$ cat src/rtl/jtag_tap_resp_pkg.sv
// Shared types and constants for the sampled JTAG TAP responder.
package jtag_tap_resp_pkg;

    // IEEE 1149.1 TAP controller states; TLR must encode as zero.
    typedef enum logic [3:0] {
        TAP_TLR    = 4'h0,
        TAP_RTI    = 4'h1,
        TAP_SEL_DR = 4'h2,
        TAP_CAP_DR = 4'h3,
        TAP_SH_DR  = 4'h4,
        TAP_EX1_DR = 4'h5,
        TAP_PA_DR  = 4'h6,
        TAP_EX2_DR = 4'h7,
        TAP_UPD_DR = 4'h8,
        TAP_SEL_IR = 4'h9,
        TAP_CAP_IR = 4'hA,
        TAP_SH_IR  = 4'hB,
        TAP_EX1_IR = 4'hC,
        TAP_PA_IR  = 4'hD,
        TAP_EX2_IR = 4'hE,
        TAP_UPD_IR = 4'hF
    } tap_state_e;

    // Data register currently routed between TDI and TDO.
    typedef enum logic [1:0] {
        SEL_BYPASS  = 2'd0,
        SEL_IDCODE  = 2'd1,
        SEL_CONFREG = 2'd2
    } dr_sel_e;

    localparam int unsigned OPCODE_W = 5;

    localparam logic [OPCODE_W-1:0] IR_IDCODE  = 5'b00001;
    localparam logic [OPCODE_W-1:0] IR_BYPASS  = 5'b11111;
    localparam logic [OPCODE_W-1:0] IR_CONFREG = 5'b00110;

    // Pattern loaded into the IR shift register in CAPTURE_IR (LSBs 01 as 1149.1 requires).
    localparam logic [OPCODE_W-1:0] IR_CAPTURE = 5'b00101;

    // Longest data register (IDCODE); all DR paths share one shift register of this width.
    localparam int unsigned DR_MAX_W = 32;

endpackage

$ cat src/rtl/jtag_in_sync.sv
// Synchronizes the four asynchronous JTAG pins into clk_i and derives
// single-cycle TCK rise/fall pulses from the synchronized clock.
module jtag_in_sync #(
    parameter int unsigned STAGES = 2
) (
    input  logic clk_i,
    input  logic rst_n,
    input  logic tck_i,
    input  logic trst_ni,
    input  logic tms_i,
    input  logic tdi_i,
    output logic trst_no,
    output logic tms_o,
    output logic tdi_o,
    output logic rise_o,
    output logic fall_o
);

    // Bit layout of one synchronizer stage: {tdi, tms, trst_n, tck}.
    // Reset holds TRSTn asserted and TMS high so the TAP stays in TLR
    // until real pin values have propagated through the chain.
    localparam logic [3:0] SYNC_RST = 4'b0100;

    logic [STAGES-1:0][3:0] sync_q;
    logic                   tck_prev_q;
    logic                   tck_s;

    // All four pins share one chain so TMS/TDI stay aligned with the TCK edge they belong to.
    always_ff @(posedge clk_i or negedge rst_n) begin
        // NOTE: sequential state uses non-blocking assignments so every stage samples the
        // previous stage's old value; blocking here would collapse the chain into one flop.
        if (!rst_n) begin
            sync_q <= {STAGES{SYNC_RST}};
        end else begin
            sync_q[0] <= {tdi_i, tms_i, trst_ni, tck_i};
            for (int i = 1; i < int'(STAGES); i++) begin
                sync_q[i] <= sync_q[i-1];
            end
        end
    end

    assign tck_s   = sync_q[STAGES-1][0];
    assign trst_no = sync_q[STAGES-1][1];
    assign tms_o   = sync_q[STAGES-1][2];
    assign tdi_o   = sync_q[STAGES-1][3];

    // One-cycle history of synchronized TCK for edge detection.
    always_ff @(posedge clk_i or negedge rst_n) begin
        if (!rst_n) begin
            tck_prev_q <= 1'b0;
        end else begin
            tck_prev_q <= tck_s;
        end
    end

    assign rise_o = tck_s & ~tck_prev_q;
    assign fall_o = ~tck_s & tck_prev_q;

endmodule

$ cat src/rtl/jtag_tap_sampled.sv
// Device-side JTAG TAP clocked entirely by clk_i: TCK is oversampled and the
// 16-state TAP FSM advances on detected TCK edges. Provides IDCODE, BYPASS and
// a CONF_WIDTH-bit configuration register that drives SoC test-mode selection.
module jtag_tap_sampled
    import jtag_tap_resp_pkg::*;
#(
    parameter int unsigned IR_WIDTH    = 5,
    parameter logic [31:0] IDCODE_VAL  = 32'h249511C3,
    parameter int unsigned CONF_WIDTH  = 9,
    parameter int unsigned SYNC_STAGES = 2
) (
    input  logic                  clk_i,
    input  logic                  rst_n,
    input  logic                  jtag_tck_i,
    input  logic                  jtag_trst_ni,
    input  logic                  jtag_tms_i,
    input  logic                  jtag_tdi_i,
    output logic                  jtag_tdo_o,
    output logic                  jtag_tdo_oe_o,
    input  logic [CONF_WIDTH-1:0] confreg_i,
    output logic [CONF_WIDTH-1:0] confreg_o,
    output logic                  confreg_upd_o,
    output logic [3:0]            tap_state_o
);

    localparam logic [IR_WIDTH-1:0] OP_IDCODE  = IR_WIDTH'(IR_IDCODE);
    localparam logic [IR_WIDTH-1:0] OP_CONFREG = IR_WIDTH'(IR_CONFREG);
    localparam logic [IR_WIDTH-1:0] OP_CAPTURE = IR_WIDTH'(IR_CAPTURE);

    // ------------------------------------------------------------------
    // Synchronized pins and TCK edge pulses
    // ------------------------------------------------------------------
    logic trst_s;
    logic tms_s;
    logic tdi_s;
    logic rise_ev;
    logic fall_ev;

    jtag_in_sync #(
        .STAGES (SYNC_STAGES)
    ) u_in_sync (
        .clk_i   (clk_i),
        .rst_n   (rst_n),
        .tck_i   (jtag_tck_i),
        .trst_ni (jtag_trst_ni),
        .tms_i   (jtag_tms_i),
        .tdi_i   (jtag_tdi_i),
        .trst_no (trst_s),
        .tms_o   (tms_s),
        .tdi_o   (tdi_s),
        .rise_o  (rise_ev),
        .fall_o  (fall_ev)
    );

    // ------------------------------------------------------------------
    // TAP FSM
    // ------------------------------------------------------------------
    tap_state_e state_q, state_d;

    // State register.
    always_ff @(posedge clk_i or negedge rst_n) begin
        if (!rst_n) begin
            state_q <= TAP_TLR;
        end else begin
            state_q <= state_d;
        end
    end

    // Next state: TRSTn overrides everything, otherwise step the 1149.1 table on a TCK rise.
    always_comb begin
        // NOTE: the default assignment up front keeps this block purely combinational;
        // any path that skipped an assignment would otherwise infer a latch.
        state_d = state_q;
        if (!trst_s) begin
            state_d = TAP_TLR;
        end else if (rise_ev) begin
            unique case (state_q)
                TAP_TLR:    state_d = tms_s ? TAP_TLR    : TAP_RTI;
                TAP_RTI:    state_d = tms_s ? TAP_SEL_DR : TAP_RTI;
                TAP_SEL_DR: state_d = tms_s ? TAP_SEL_IR : TAP_CAP_DR;
                TAP_CAP_DR: state_d = tms_s ? TAP_EX1_DR : TAP_SH_DR;
                TAP_SH_DR:  state_d = tms_s ? TAP_EX1_DR : TAP_SH_DR;
                TAP_EX1_DR: state_d = tms_s ? TAP_UPD_DR : TAP_PA_DR;
                TAP_PA_DR:  state_d = tms_s ? TAP_EX2_DR : TAP_PA_DR;
                TAP_EX2_DR: state_d = tms_s ? TAP_UPD_DR : TAP_SH_DR;
                TAP_UPD_DR: state_d = tms_s ? TAP_SEL_DR : TAP_RTI;
                TAP_SEL_IR: state_d = tms_s ? TAP_TLR    : TAP_CAP_IR;
                TAP_CAP_IR: state_d = tms_s ? TAP_EX1_IR : TAP_SH_IR;
                TAP_SH_IR:  state_d = tms_s ? TAP_EX1_IR : TAP_SH_IR;
                TAP_EX1_IR: state_d = tms_s ? TAP_UPD_IR : TAP_PA_IR;
                TAP_PA_IR:  state_d = tms_s ? TAP_EX2_IR : TAP_PA_IR;
                TAP_EX2_IR: state_d = tms_s ? TAP_UPD_IR : TAP_SH_IR;
                TAP_UPD_IR: state_d = tms_s ? TAP_SEL_DR : TAP_RTI;
                default:    state_d = TAP_TLR;
            endcase
        end
    end

    // Per-state actions on a TCK rise, keyed on the pre-transition state.
    logic act_tlr, act_cap_ir, act_sh_ir, act_upd_ir;
    logic act_cap_dr, act_sh_dr, act_upd_dr;
    logic rise_ok;

    assign rise_ok = rise_ev & trst_s;

    // Action decode.
    always_comb begin
        act_tlr    = 1'b0;
        act_cap_ir = 1'b0;
        act_sh_ir  = 1'b0;
        act_upd_ir = 1'b0;
        act_cap_dr = 1'b0;
        act_sh_dr  = 1'b0;
        act_upd_dr = 1'b0;
        if (rise_ok) begin
            unique case (state_q)
                TAP_TLR:    act_tlr    = 1'b1;
                TAP_CAP_IR: act_cap_ir = 1'b1;
                TAP_SH_IR:  act_sh_ir  = 1'b1;
                TAP_UPD_IR: act_upd_ir = 1'b1;
                TAP_CAP_DR: act_cap_dr = 1'b1;
                TAP_SH_DR:  act_sh_dr  = 1'b1;
                TAP_UPD_DR: act_upd_dr = 1'b1;
                default: ;
            endcase
        end
    end

    assign tap_state_o = state_q;

    // ------------------------------------------------------------------
    // Instruction register
    // ------------------------------------------------------------------
    logic [IR_WIDTH-1:0] ir_q;
    logic [IR_WIDTH-1:0] ir_sr_q;

    // Capture/shift the IR scan chain and latch the active instruction.
    always_ff @(posedge clk_i or negedge rst_n) begin
        if (!rst_n) begin
            ir_q    <= OP_IDCODE;
            ir_sr_q <= '0;
        end else if (!trst_s) begin
            ir_q <= OP_IDCODE;
        end else begin
            if (act_cap_ir) ir_sr_q <= OP_CAPTURE;
            if (act_sh_ir)  ir_sr_q <= {tdi_s, ir_sr_q[IR_WIDTH-1:1]};
            if (act_upd_ir) ir_q    <= ir_sr_q;
            if (act_tlr)    ir_q    <= OP_IDCODE;
        end
    end

    // Unlisted opcodes fall back to the 1-bit bypass path.
    dr_sel_e dr_sel;
    always_comb begin
        if (ir_q == OP_IDCODE) begin
            dr_sel = SEL_IDCODE;
        end else if (ir_q == OP_CONFREG) begin
            dr_sel = SEL_CONFREG;
        end else begin
            dr_sel = SEL_BYPASS;
        end
    end

    // ------------------------------------------------------------------
    // Data register path
    // ------------------------------------------------------------------
    logic [DR_MAX_W-1:0] dr_sr_q;
    logic [DR_MAX_W-1:0] dr_shift;

    // Right shift over the selected length; TDI enters that length's MSB.
    always_comb begin
        dr_shift = dr_sr_q;
        unique case (dr_sel)
            SEL_IDCODE:  dr_shift = {tdi_s, dr_sr_q[DR_MAX_W-1:1]};
            SEL_CONFREG: dr_shift[CONF_WIDTH-1:0] = {tdi_s, dr_sr_q[CONF_WIDTH-1:1]};
            default:     dr_shift[0] = tdi_s;
        endcase
    end

    // Capture and shift the DR scan chain.
    always_ff @(posedge clk_i or negedge rst_n) begin
        if (!rst_n) begin
            dr_sr_q <= '0;
        end else if (act_cap_dr) begin
            unique case (dr_sel)
                SEL_IDCODE:  dr_sr_q                   <= IDCODE_VAL;
                SEL_CONFREG: dr_sr_q[CONF_WIDTH-1:0]   <= confreg_i;
                default:     dr_sr_q[0]                <= 1'b0;
            endcase
        end else if (act_sh_dr) begin
            dr_sr_q <= dr_shift;
        end
    end

    // CONFREG update: only rst_n clears the held value, TRSTn merely suppresses the pulse.
    always_ff @(posedge clk_i or negedge rst_n) begin
        if (!rst_n) begin
            confreg_o     <= '0;
            confreg_upd_o <= 1'b0;
        end else if (act_upd_dr && dr_sel == SEL_CONFREG) begin
            confreg_o     <= dr_sr_q[CONF_WIDTH-1:0];
            confreg_upd_o <= 1'b1;
        end else begin
            confreg_upd_o <= 1'b0;
        end
    end

    // TDO launches on the TCK fall so the host samples a stable bit on the next rise.
    always_ff @(posedge clk_i or negedge rst_n) begin
        if (!rst_n) begin
            jtag_tdo_o    <= 1'b0;
            jtag_tdo_oe_o <= 1'b0;
        end else if (!trst_s) begin
            jtag_tdo_o    <= 1'b0;
            jtag_tdo_oe_o <= 1'b0;
        end else if (fall_ev) begin
            if (state_q == TAP_SH_DR) begin
                jtag_tdo_o    <= dr_sr_q[0];
                jtag_tdo_oe_o <= 1'b1;
            end else if (state_q == TAP_SH_IR) begin
                jtag_tdo_o    <= ir_sr_q[0];
                jtag_tdo_oe_o <= 1'b1;
            end else begin
                jtag_tdo_o    <= 1'b0;
                jtag_tdo_oe_o <= 1'b0;
            end
        end
    end

endmodule

$ cat config.mk
export PLATFORM = sky130hd
export DESIGN_NAME = jtag_tap_sampled
export DESIGN_NICKNAME = d
export VERILOG_FILES = /design/src/rtl/jtag_tap_resp_pkg.sv /design/src/rtl/jtag_in_sync.sv /design/src/rtl/jtag_tap_sampled.sv
export SDC_FILE = /design/constraint.sdc
export NUM_CORES = 1
export LEC_CHECK = 0
export BUFFER_PORTS_ARGS = -buffer_cell sky130_fd_sc_hd__buf_4
export CAP_MARGIN = 20
export CORE_AREA = 4 4 128 105
export DETAILED_ROUTE_END_ITERATION = 16
export DIE_AREA = 0 0 132 109
export GPL_TIMING_DRIVEN = 0
export HOLD_SLACK_MARGIN = 0.03
export SKIP_LAST_GASP = 1
export SYNTH_ARGS = -nofsm -noshare
export SYNTH_HDL_FRONTEND = slang
export SYNTH_SLANG_ARGS = --single-unit
$ cat constraint.sdc
create_clock -name clk_i -period 2.5 [get_ports clk_i]
set_input_delay 0.375 -clock clk_i [delete_from_list [all_inputs] [get_ports clk_i]]
set_output_delay 0.375 -clock clk_i [all_outputs]
set_load 0.1 [all_outputs]
== Word level (Yosys, flattened, before mapping) ==
Index checks and enable logic that the tools add are counted.
W data, S select, Z words.

* Bits in registers: 67
* Bits of input ports: 15
* Output and inout bits: 16
* Word-level logic and storage cells: 104

* Equality and inequality tests: 22
* Muxes and demuxes: 52
* Bitwise gates (word level): 5
* Reduce and logical (&&, ||, !) cells: 12

{| class="wikitable"
|+ Operators with widths
! cell !! count
|-
| $mux W32 || 2
|-
| $pmux W4 S12 || 1
|-
| $mux W23 || 2
|-
| $eq A4 B4 Y1 const B || 8
|-
| $pmux W8 S2 || 2
|-
| $mux W1 || 26
|-
| $mux W5 || 5
|-
| $mux W4 || 6
|-
| $eq A4 B3 Y1 const B || 4
|-
| $mux W2 || 5
|-
| $eq A4 B2 Y1 const B || 2
|-
| $mux W3 || 2
|-
| $reduce_and A2 Y1 || 3
|-
| $reduce_bool A2 Y1 || 3
|-
| $reduce_or A2 Y1 || 3
|-
| $eq A5 B1 Y1 const B || 1
|-
| $eq A5 B3 Y1 const B || 1
|-
| $eq A4 B1 Y1 const B || 1
|-
| $logic_not A4 Y1 || 1
|-
| $ne A2 B2 Y1 const B || 2
|-
| $and A1 B1 Y1 || 3
|-
| $ne A3 B3 Y1 const B || 1
|-
| $reduce_or A3 Y1 || 1
|-
| $eq A2 B1 Y1 const B || 1
|-
| 4 further kinds || 5
|}

== Depth between registers and ports, before layout ==
Gate-level depths: netlist of run 1.

* Depth after elaboration: 8
* Depth in mapped cells: 8
* Depth with buffers taken out: 4

== Cells and area by module ==
From an unflattened synthesis of run 1, not the netlist that was laid out.

* Cell total of the unflattened synthesis: 294
* Area total of the unflattened synthesis: 2970.3 um2

{| class="wikitable"
|+ Modules (own cells, without submodules)
! module !! instances !! cells each !! area an instance (um2)
|-
| jtag_tap_sampled || 1 || 283 || 2727.6
|-
| jtag_in_sync || 1 || 11 || 242.7
|}

== Worst setup path after synthesis of run 1 ==
OpenSTA, ideal clock, no wires.

* Path type: register to register
* Start point: reg state_q[0] (netlist: tap_state_o[0])
* End point: reg dr_sr_q[2]
* Setup time: 0.125 ns
* Arrival time: 2.120 ns
* Required time: 2.375 ns
* Path slack: 0.255 ns
* Cell stages (with the launch flop): 7
* Buffers on the path: 2
* Clock period less this slack: 2.245 ns
* Cells stage by stage: dfrtp_1 -> buf_6 -> and3b_1 -> clkbuf_1 -> o21ai_2 -> nor2_4 -> mux2_2

* Word-level cells in the longest chain between the ends: 5
* Elaborated cells on any way between the ends: 9
* Classes of those cells: eq/ne: 2; mux: 5; reduce/logical: 2

{| class="wikitable"
|+ RTL lines
! item !! line !! source
|-
| start: declaration || jtag_tap_sampled.sv:58 || <nowiki>tap_state_e state_q, state_d;</nowiki>
|-
| start signal: assignment || jtag_tap_sampled.sv:65 || <nowiki>state_q <= state_d;</nowiki>
|-
| $eq A4 B2 Y1 / $eq A4 B3 Y1 (equally long branches) || jtag_tap_sampled.sv:116 || <nowiki>unique case (state_q)</nowiki>
|-
| $mux W1 || jtag_tap_sampled.sv:116 ||
|-
| $mux W1 || jtag_tap_sampled.sv:115 || <nowiki>if (rise_ok) begin</nowiki>
|-
| $reduce_bool A2 Y1 (no line) || -- ||
|-
| $reduce_and A2 Y1 (no line) || -- ||
|-
| end signal: indexed assignment || jtag_tap_sampled.sv:187 || <nowiki>SEL_CONFREG: dr_sr_q[CONF_WIDTH-1:0] <= confreg_i;</nowiki>
|-
| end signal: assignment || jtag_tap_sampled.sv:191 || <nowiki>dr_sr_q <= dr_shift;</nowiki>
|-
| end: declaration || jtag_tap_sampled.sv:167 || <nowiki>logic [DR_MAX_W-1:0] dr_sr_q;</nowiki>
|}

Several ways; a longest one is shown, not always the timed one.
A chain may end at the register's enable or synchronous reset.

== Final worst setup path of run 1 ==
* Start point: reg ir_q[0]
* End point: reg dr_sr_q[4]

* Word-level cells in the longest chain between the ends: 6
* Elaborated cells on any way between the ends: 10
* Classes of those cells: eq/ne: 4; mux: 4; reduce/logical: 2

{| class="wikitable"
|+ RTL lines
! item !! line !! source
|-
| start: declaration || jtag_tap_sampled.sv:134 || <nowiki>logic [IR_WIDTH-1:0] ir_q;</nowiki>
|-
| start signal: assignment || jtag_tap_sampled.sv:147 || <nowiki>if (act_upd_ir) ir_q <= ir_sr_q;</nowiki>
|-
| $eq A5 B3 Y1 || jtag_tap_sampled.sv:157 || <nowiki>end else if (ir_q == OP_CONFREG) begin</nowiki>
|-
| $mux W2 || jtag_tap_sampled.sv:157 ||
|-
| $mux W2 * || jtag_tap_sampled.sv:155 || <nowiki>if (ir_q == OP_IDCODE) begin</nowiki>
|-
| $eq A2 B2 Y1 / $eq A2 B1 Y1 (equally long branches) || jtag_tap_sampled.sv:173, jtag_tap_sampled.sv:185 ||
|-
| $pmux W8 S2 / $reduce_bool A2 Y1 (equally long branches) || -- ||
|-
| $mux W32 / $reduce_and A2 Y1 (equally long branches) || -- ||
|}

Every way passes the cells marked *; elsewhere a longest branch is shown, timed or not.

==> flow_summary.toml, run 1 <==
[synth]
ys_seq_area_frac = 0.5640
synth_simple_gate_area_frac = 0.1714
synth_top_family_by_area = "simple AND/OR/NAND/NOR gates"
synth_area_um2 = 2979
ys_seq_elements = 67
synth-main-ff-cell = "dfrtp_1"
synthXorXnorAreaFrac = 0.002940
netlist_instances = 292
synth-compound-area-share = 0.1512
syn_nets = 307
yosysWarnings = 0
synthMuxAreaShare = 0.06930
ys_async_sr_fraction = 1.000
synth.avg_cell_area_um2 = 10.20
synth-edff-count = 0
synth.distinct_cells = 49
synthAdderAreaFrac = 0

[timing]
skew_ps = 3.107
final.setup.tns_ps = 0
fin_hold_ws_ps = 143.8
maxSlewViolCount = 0
max_freq_mhz = 511.5
grt_setup_unrepaired = "no"
timing.final.hold_violations = 0
setup_viol = 0
tightest_slew_ps = 854.8
period_share = 0.7821
fin_crit_ps = 1955
maxSlewHeadroom = 0.4302

[worst_setup_path]
critPathArrivalTime_ps = 2160
critPathKind = "register to register"
cp-end-kind = "register"
start_kind = "register"
critPathRequiredTime_ps = 2710
cp_max_fo = 9

[floorplan]
io-pin-count = 31
dieArea_um2 = 14390
rows = 36
die_y_um = 109
core_area_um2 = 12120
die_w_um = 132
start_util = 0.2459

[cts]
clk_pin_slew_worst_paths_ps = 50
cts_max_path_buffers = 2
numCtsBuffers = 9
htree_num_levels = 3
cts_hold_buf = 0
worstSkewPairLatency_ps = 320
clock_sinks = 67
clockRootBuffer = "clkbuf_16"
postCtsSetupBuffers = 0
cts_tree = "yes"
post_cts_resized = 0

[routing]
routed_via_density = 4.631
drc = 0
wl_per_cell_um = 12.95
dr_total_vias = 2269
drtIter0Drc = 409
dr.pass1.iters = 4
antenna_left = 0
routed_wl_mm = 6.344

[grt]
track_usage = 0.09626
overflow = 0
antenna_found_initial = 0
grt_pass1_wl_mm = 11.12
grt_pass1_vias = 2195
grt_max_degree = 68

[finish]
finish.instance_area_um2 = 3675
syn_to_final_growth_pct = 23.35
nNetsFinal = 348
drive_gt1_frac = 0.2278
layout_commonest_cell = "dfrtp_1"
insertedDiodeCount = 0
num-fill-cells = 1246
final_cell_mix = "dfrtp_1, nand2_1, buf_4, o21ai_0, o21ai_1"

[placement]
dpl.hpwl_mm = 4.443
gp_congestion = 0.8155
port_buffers = 30
dpl_cell_area_um2 = 3395

[outcome]
status = "finished, final reports clean"

[power]
cellLeakagePower_nw = 1.617
ir_drop_mv = 0.3323
p_per_area_nw_per_um2 = 676.6

[worst_hold_path]
min_path_type = "input pin to async pin"

[flow_run]
maxCapViolCount = 0
layer usage:
metal,track usage,up-vias,share of wire
met2,0.1354,60,0.43
met4,0.03148,0,0.011
met5,0,-,0
met1,0.1359,1093,0.50
met3,0.03598,10,0.058
li1,-,1106,-
report_power, final:
| group | internal (mW) | switching, mW |
|---|---|---|
| Combinational | 0.0644 | 0.123 |
| Sequential | 1.12 | 0.0286 |
| Clock | 0.716 | 0.431 |
per-stage QoR:
| stage | util | power, mW | instances | setup slack (ps) |
|---|---|---|---|---|
| 6_report | 0.3033 | 2.486 | 490 | 544.8 |
| 4_1_cts | 0.3033 | 2.520 | 490 | 533.4 |
| 3_3_place_gp | 0.2802 | 1.354 | 474 | 545.9 |
| 2_1_floorplan | - | 1.280 | 292 | 254.9 |
| 5_1_grt | 0.3033 | 2.591 | 490 | 373.6 |
| 3_5_place_dp | 0.2802 | 1.358 | 474 | 540.9 |
critical path, stage by stage, from the launching register on:
cell     delay, ps
dfstp_2        530
nor3b_1        360
o21ai_1        310
nor2_4         290
mux2_2         360
cell families after synthesis:
logic type / Yosys count
flops: 67
compound gates: 71
buf+inv: 26
xor+xnor: 1
mux: 19
simple gates: 108
worst paths after layout:
path                                          startpoint                            end  slack (ps)  depth (start not counted)
max                                  ir_q[0]$_DFFE_PN1P_         dr_sr_q[4]$_DFFE_PN0P_         540                          4
min                                                rst_n     tap_state_o[0]$_DFFE_PN0P_         140                          1
max reg2reg                          ir_q[0]$_DFFE_PN1P_         dr_sr_q[4]$_DFFE_PN0P_         540                          4
min reg2reg                u_in_sync.sync_q[0]$_DFF_PN0_  u_in_sync.sync_q[4]$_DFF_PN0_         350                          0
max in group asynchronous                          rst_n      u_in_sync.tdi_o$_DFF_PN0_        1780                          1
min in group clk_i                          jtag_trst_ni  u_in_sync.sync_q[1]$_DFF_PN0_         160                          1
synth_stat cells, types with 4 or more instances:
master	instances	area, µm²
dfrtp_1	64	1602
nand2_1	55	206.5
o21ai_0	19	95.09
o21ai_1	18	90.09
nor2_1	17	63.81
mux2_2	12	135.1
buf_2	8	40.04
inv_1	8	30.03
nand3_1	8	40.04
clkbuf_1	6	22.52
mux2i_1	6	60.06
nor3_1	5	25.02
a31oi_1	4	25.02
nor2b_1	4	25.02
o22ai_1	4	25.02
registers in the layout, summed over array words and instances (netlist names):
signal                cells
jtag_tdo_oe_o             1
u_in_sync.tck_prev_q      1
u_in_sync.tdi_o           1
tap_state_o               4
ir_sr_q                   5
dr_sr_q                  32
u_in_sync.trst_no         1
confreg_o                 9
u_in_sync.sync_q          5
ir_q                      5
jtag_tdo_o                1
u_in_sync.tms_o           1
confreg_upd_o             1
area by class of cell:
class                   count  area (µm²)  share of cell area
repair buffers             30       225.2             0.06129
multi-input cells         199        1176              0.3201
flip-flops and latches     67        1680              0.4573
clock inverters             5       27.53            0.007491
plain buffers              17       88.84             0.02417
clock buffers              11       252.7             0.06878
well taps                 152       190.2             0.05175
inverters                   9       33.78            0.009193
No activity file was read; power rests on OpenSTA's default activity.
==> inputs of run 2 (changes only) <==
==> constraint.sdc (replaced) <==
create_clock -name clk_i -period 1.6 [get_ports clk_i]
set_input_delay 0.24 -clock clk_i [delete_from_list [all_inputs] [get_ports clk_i]]
set_output_delay 0.24 -clock clk_i [all_outputs]
set_load 0.1 [all_outputs]
==> run 2 against run 1 <==
Effect of this change: the run now ends with negative setup slack left; total power rose by 58%; non-clock buffer count grew 28; core utilization up 4.7 points; sequential power increased by 57%; critical endpoint unchanged; largest cell class unchanged.
==> flow_summary.toml, run 2 (synthesized netlist as in run 1, its figures left out) <==
[outcome]
status = "finished with violations"
violations = "negative setup slack"

[cts]
clock_sinks = 67
worstSkewPairLatency_ps = 330
htree_num_levels = 3
clockRootBuffer = "clkbuf_16"
numCtsBuffers = 9
cts_max_path_buffers = 2
clk_pin_slew_worst_paths_ps = 60
cts_tree = "yes"

[finish]
top_register = "dr_sr_q"
fin_cells = 519
syn_to_final_growth_pct = 42.63
nNetsFinal = 377
insertedDiodeCount = 0
layout.area.seq_um2 = 1697
layout_commonest_cell = "dfrtp_1"
largest_reg_flops = 32
final_cell_mix = "dfrtp_1, nand2_1, buf_4, o21ai_1, o21ai_0"
multi_input_area_um2 = 1370
drive_gt1_frac = 0.3760
num-fill-cells = 1184
largest_registers = "dr_sr_q x32, confreg_o x9"

[timing]
fin_ws_ps = -61.22
max_freq_mhz = 602.0
grt_setup_unrepaired = "yes"
fin_hold_ws_ps = 8.110
setup_viol = 24
timing.final.hold_violations = 0
period_share = 1.038
maxSlewHeadroom = 0.4343
fin_crit_ps = 1661
maxSlewViolCount = 0
skew_ps = 8.798
tightest_slew_ps = 848.6

[floorplan]
die_w_um = 132
start_util = 0.2459
core_area_um2 = 12120
die_y_um = 109
rows = 36
dieArea_um2 = 14390
io-pin-count = 31

[power]
total_power_mw = 3.926
cellLeakagePower_nw = 1.839
p_per_area_nw_per_um2 = 924.0
ir_drop_mv = 0.5922

[routing]
dr_total_vias = 2407
routed_via_density = 4.638
drc = 0
dr.pass1.iters = 4
routed_wl_mm = 7.144
drtIter0Drc = 231
wl_per_cell_um = 13.76
antenna_left = 0

[grt]
grt_pass1_wl_mm = 11.56
grt_pass1_vias = 2285
track_usage = 0.09973
antenna_found_initial = 0
grt_max_degree = 68
overflow = 0

[placement]
gp_congestion = 0.8403
port_buffers = 30
dp.cells = 474
dpl.hpwl_mm = 4.425

[worst_setup_path]
critPathRequiredTime_ps = 1810
crit_chain = "nor3b_4 > o21ai_4 > nor2_4 > mux2_4"
critPathTopFamily = "simple AND/OR/NAND/NOR gates"
cpPeakStageDelay_ps = 540
critPathArrivalTime_ps = 1870
cp_max_fo = 5
cp-end-kind = "register"
crit_slowest_cell = "dfstp_2"
start_kind = "register"
crit_buf_inv = 0
r2r_slack_ps = -60
critPathKind = "register to register"

[flow_run]
maxCapViolCount = 0

[worst_hold_path]
min_path_type = "input pin to async pin"
[run 2: changes by cell type in the layout (fill, tap and decap cells not counted), moves of 5 or more]
cell and delta:
dfrtp_1 -5, nand2_2 +5, buf_2 -6, nand2_1 -5, mux2_4 +5, buf_6 +8, buf_4 +16
[run 2: worst paths after layout]
kind                                          startpoint                          end  cells after the start
max in group asynchronous                          rst_n   tap_state_o[3]$_DFFE_PN0P_                      1
max reg2reg                          ir_q[0]$_DFFE_PN1P_       dr_sr_q[4]$_DFFE_PN0P_                      4
min in group clk_i                          confreg_i[6]       dr_sr_q[6]$_DFFE_PN0P_                      3
min reg2reg                u_in_sync.sync_q[1]$_DFF_PN0_  u_in_sync.trst_no$_DFF_PN0_                      0
min                                                rst_n   tap_state_o[2]$_DFFE_PN0P_                      1
max                                  ir_q[0]$_DFFE_PN1P_       dr_sr_q[4]$_DFFE_PN0P_                      4
[run 2: layer usage]
layer  up-vias  part of all wire  track usage
met5         -                 0            0
li1       1167                 -            -
met3         8             0.042      0.03137
met4         0             0.010      0.03148
met1      1178              0.51       0.1388
met2        54              0.44       0.1482
[run 2: where the power goes]
group	switching, mW	internal [mW]	leakage, nW
sequential	0.0519	1.76	0.875
clock	0.665	1.09	0.128
combinational	0.210	0.151	0.836
[run 2: layout make-up]
| cell class | instances | share of cell area |
|---|---|---|
| clock inverters | 1 | 0.001178 |
| clock buffers | 15 | 0.06066 |
| repair buffers | 60 | 0.1263 |
| inverters | 9 | 0.009128 |
| plain buffers | 15 | 0.03622 |
| well taps | 152 | 0.04476 |
| flip-flops and latches | 67 | 0.3993 |
| multi-input cells | 200 | 0.3224 |
[run 2: repair_timing]
| item | 4_1_cts | 5_1_grt |
|---|---|---|
| setup endpoints to repair | 46 | 50 |
| resized for setup | 43 | 18 |
| gates cloned | 2 | 3 |
| buffers inserted | 16 | 6 |
| hold endpoints to repair | 4 | 0 |
| hold buffers | 4 | 0 |
| pin swaps | 7 | 4 |
[run 2: metrics by stage]
stage          setup TNS [ps]  utilization  setup WS, ps  cell area [µm²]
4_1_cts                -241.4       0.3383        -61.01             4099
5_1_grt                 -2249       0.3507        -102.0             4249
6_report               -407.0       0.3507        -61.22             4249
2_1_floorplan           -8888            -        -223.3             3080
3_5_place_dp           -11400       0.2885        -426.3             3496
3_3_place_gp           -12730       0.2885        -429.2             3496
==> inputs of run 3 (changes only) <==
==> constraint.sdc (replaced) <==
create_clock -name clk_i -period 1.41 [get_ports clk_i]
set_input_delay 0.2115 -clock clk_i [delete_from_list [all_inputs] [get_ports clk_i]]
set_output_delay 0.2115 -clock clk_i [all_outputs]
set_load 0.1 [all_outputs]
==> run 3 against run 2 <==
Effect of this change: the run ends with negative hold slack, negative setup slack left; core utilization is 2.9 points higher; first-iteration DRC count rose by 41%; non-clock buffer count up 17; sequential share of layout area fell by 3.1 points; die area is the same; critical path type unchanged; largest power group is now the clock network; highest routed layer unchanged.
==> flow_summary.toml, run 3 (synthesized netlist as in run 1, its figures left out) <==
[outcome]
status = "finished with violations"
violations = "negative hold slack, negative setup slack"

[power]
total_power_mw = 4.749
ir_drop_mv = 0.5814
cellLeakagePower_nw = 1.984
p_per_area_nw_per_um2 = 1032

[routing]
drc = 0
routed_via_density = 4.797
antenna_left = 0
drtIter0Drc = 325
dr_total_vias = 2576
routed_wl_mm = 7.988
dr.pass1.iters = 4
wl_per_cell_um = 14.88

[worst_setup_path]
rr_worst_depth = 6
critPathKind = "register to register"
start_kind = "register"
reg2reg_to = "confreg_o[7]$_DFFE_PN0P_"
critPathArrivalTime_ps = 1910
critPathRequiredTime_ps = 1620
r2r_slack_ps = -300
cp-end-kind = "register"
r2r-start = "u_in_sync.sync_q[4]$_DFF_PN0_"
cp_max_fo = 9

[floorplan]
core_area_um2 = 12120
rows = 36
io-pin-count = 31
dieArea_um2 = 14390
die_y_um = 109
start_util = 0.2459
die_w_um = 132

[timing]
period_share = 1.210
maxSlewHeadroom = 0.4305
final.setup.tns_ps = -10400
skew_ps = 6.830
fin_crit_ps = 1707
tightest_slew_ps = 854.3
setup_viol = 57
max_freq_mhz = 585.9
fin_hold_ws_ps = -38.63
fin_ws_ps = -296.8
maxSlewViolCount = 0
timing.final.hold_violations = 12
grt_setup_unrepaired = "yes"

[cts]
cts_max_path_buffers = 2
htree_num_levels = 3
cts_tree = "yes"
numCtsBuffers = 9
clk_pin_slew_worst_paths_ps = 60
worstSkewPairLatency_ps = 330
clock_sinks = 67
clockRootBuffer = "clkbuf_16"

[finish]
final_cell_mix = "dfrtp_1, buf_4, nand2_1, o21ai_1, buf_6"
final_core_util = 0.3797
layout_commonest_cell = "dfrtp_1"
largest_reg_flops = 32
finish.instance_area_um2 = 4601
fin_cells = 537
drive_gt1_frac = 0.4597
largest_registers = "dr_sr_q x32, confreg_o x9"
insertedDiodeCount = 0
nNetsFinal = 395
syn_to_final_growth_pct = 54.43
top_register = "dr_sr_q"

[placement]
dp_slack_ps = -640.1
dpl_cell_area_um2 = 3505
dp.cells = 474
port_buffers = 30
dpl.hpwl_mm = 4.449
gp_congestion = 0.8265

[grt]
overflow = 0
antenna_found_initial = 0
track_usage = 0.1045
grt_pass1_wl_mm = 12.04
grt_pass1_vias = 2356
grt_max_degree = 68

[worst_hold_path]
min_path_type = "input pin to async pin"

[flow_run]
maxCapViolCount = 0
## run 3: cell count changes in the layout (fill, tap and decap cells not counted), sizes merged
cell,before,now
buf,66,86
bufinv,0,1
clkbuf,20,16
clkinv,1,2
clkinvlp,0,1
inv,9,7
o2111ai,2,3
## run 3: where the power goes
| part | switching [mW] | internal [mW] | leakage (nW) |
|---|---|---|---|
| clock network | 0.750 | 1.46 | 0.147 |
| logic | 0.267 | 0.208 | 0.962 |
| registers | 0.0672 | 1.99 | 0.875 |
| total | 1.08 | 3.66 | 1.98 |
## run 3: layout make-up
class	count	area, µm²
Fill cell	1131	7516
Buffer	14	155.1
Inverter	9	43.79
Clock inverter	2	35.03
Timing Repair Buffer	78	718.2
Tap cell	152	190.2
Multi-Input combinational cell	201	1498
Clock buffer	14	264.0
Sequential cell	67	1697
## run 3: worst max path at each step
stage	startpoint	end	slack, ps
after floorplan	tap_state_o[0]$_DFFE_PN0P_	dr_sr_q[15]$_DFFE_PN0P_	-410
after global placement	ir_q[4]$_DFFE_PN0P_	confreg_o[3]$_DFFE_PN0P_	-620
after detailed placement	ir_q[4]$_DFFE_PN0P_	confreg_o[7]$_DFFE_PN0P_	-640
after CTS	ir_q[0]$_DFFE_PN1P_	dr_sr_q[3]$_DFFE_PN0P_	-280
after global routing	u_in_sync.sync_q[4]$_DFF_PN0_	confreg_o[3]$_DFFE_PN0P_	-340
final	u_in_sync.sync_q[4]$_DFF_PN0_	confreg_o[7]$_DFFE_PN0P_	-300
## run 3: what timing repair did
item / in CTS / in global routing
endpoints found under the hold margin: 4 / 0
setup buffers: 18 / 22
cloned: 6 / 0
pin swaps: 14 / 30
setup endpoints to repair: 55 / 58
hold buffers: 4 / 0
resized for setup: 58 / 56
## run 3: critical path, cell delays in order, from the launching register on
cell	delay, ps
dfrtp_2	420
nor2b_1	200
buf_4	160
nand3_2	100
nor3_4	220
buf_12	160
mux2_2	330
## run 3: per-layer routing
layer | vias to the layer above | wire length, µm | GRT usage | share of wire
met5 | - | 0 | 0 | 0
li1 | 1214 | - | - | -
met1 | 1289 | 3722 | 0.1469 | 0.47
met3 | 8 | 453 | 0.03598 | 0.057
met4 | 0 | 68 | 0.02024 | 0.0085
met2 | 65 | 3743 | 0.1574 | 0.47
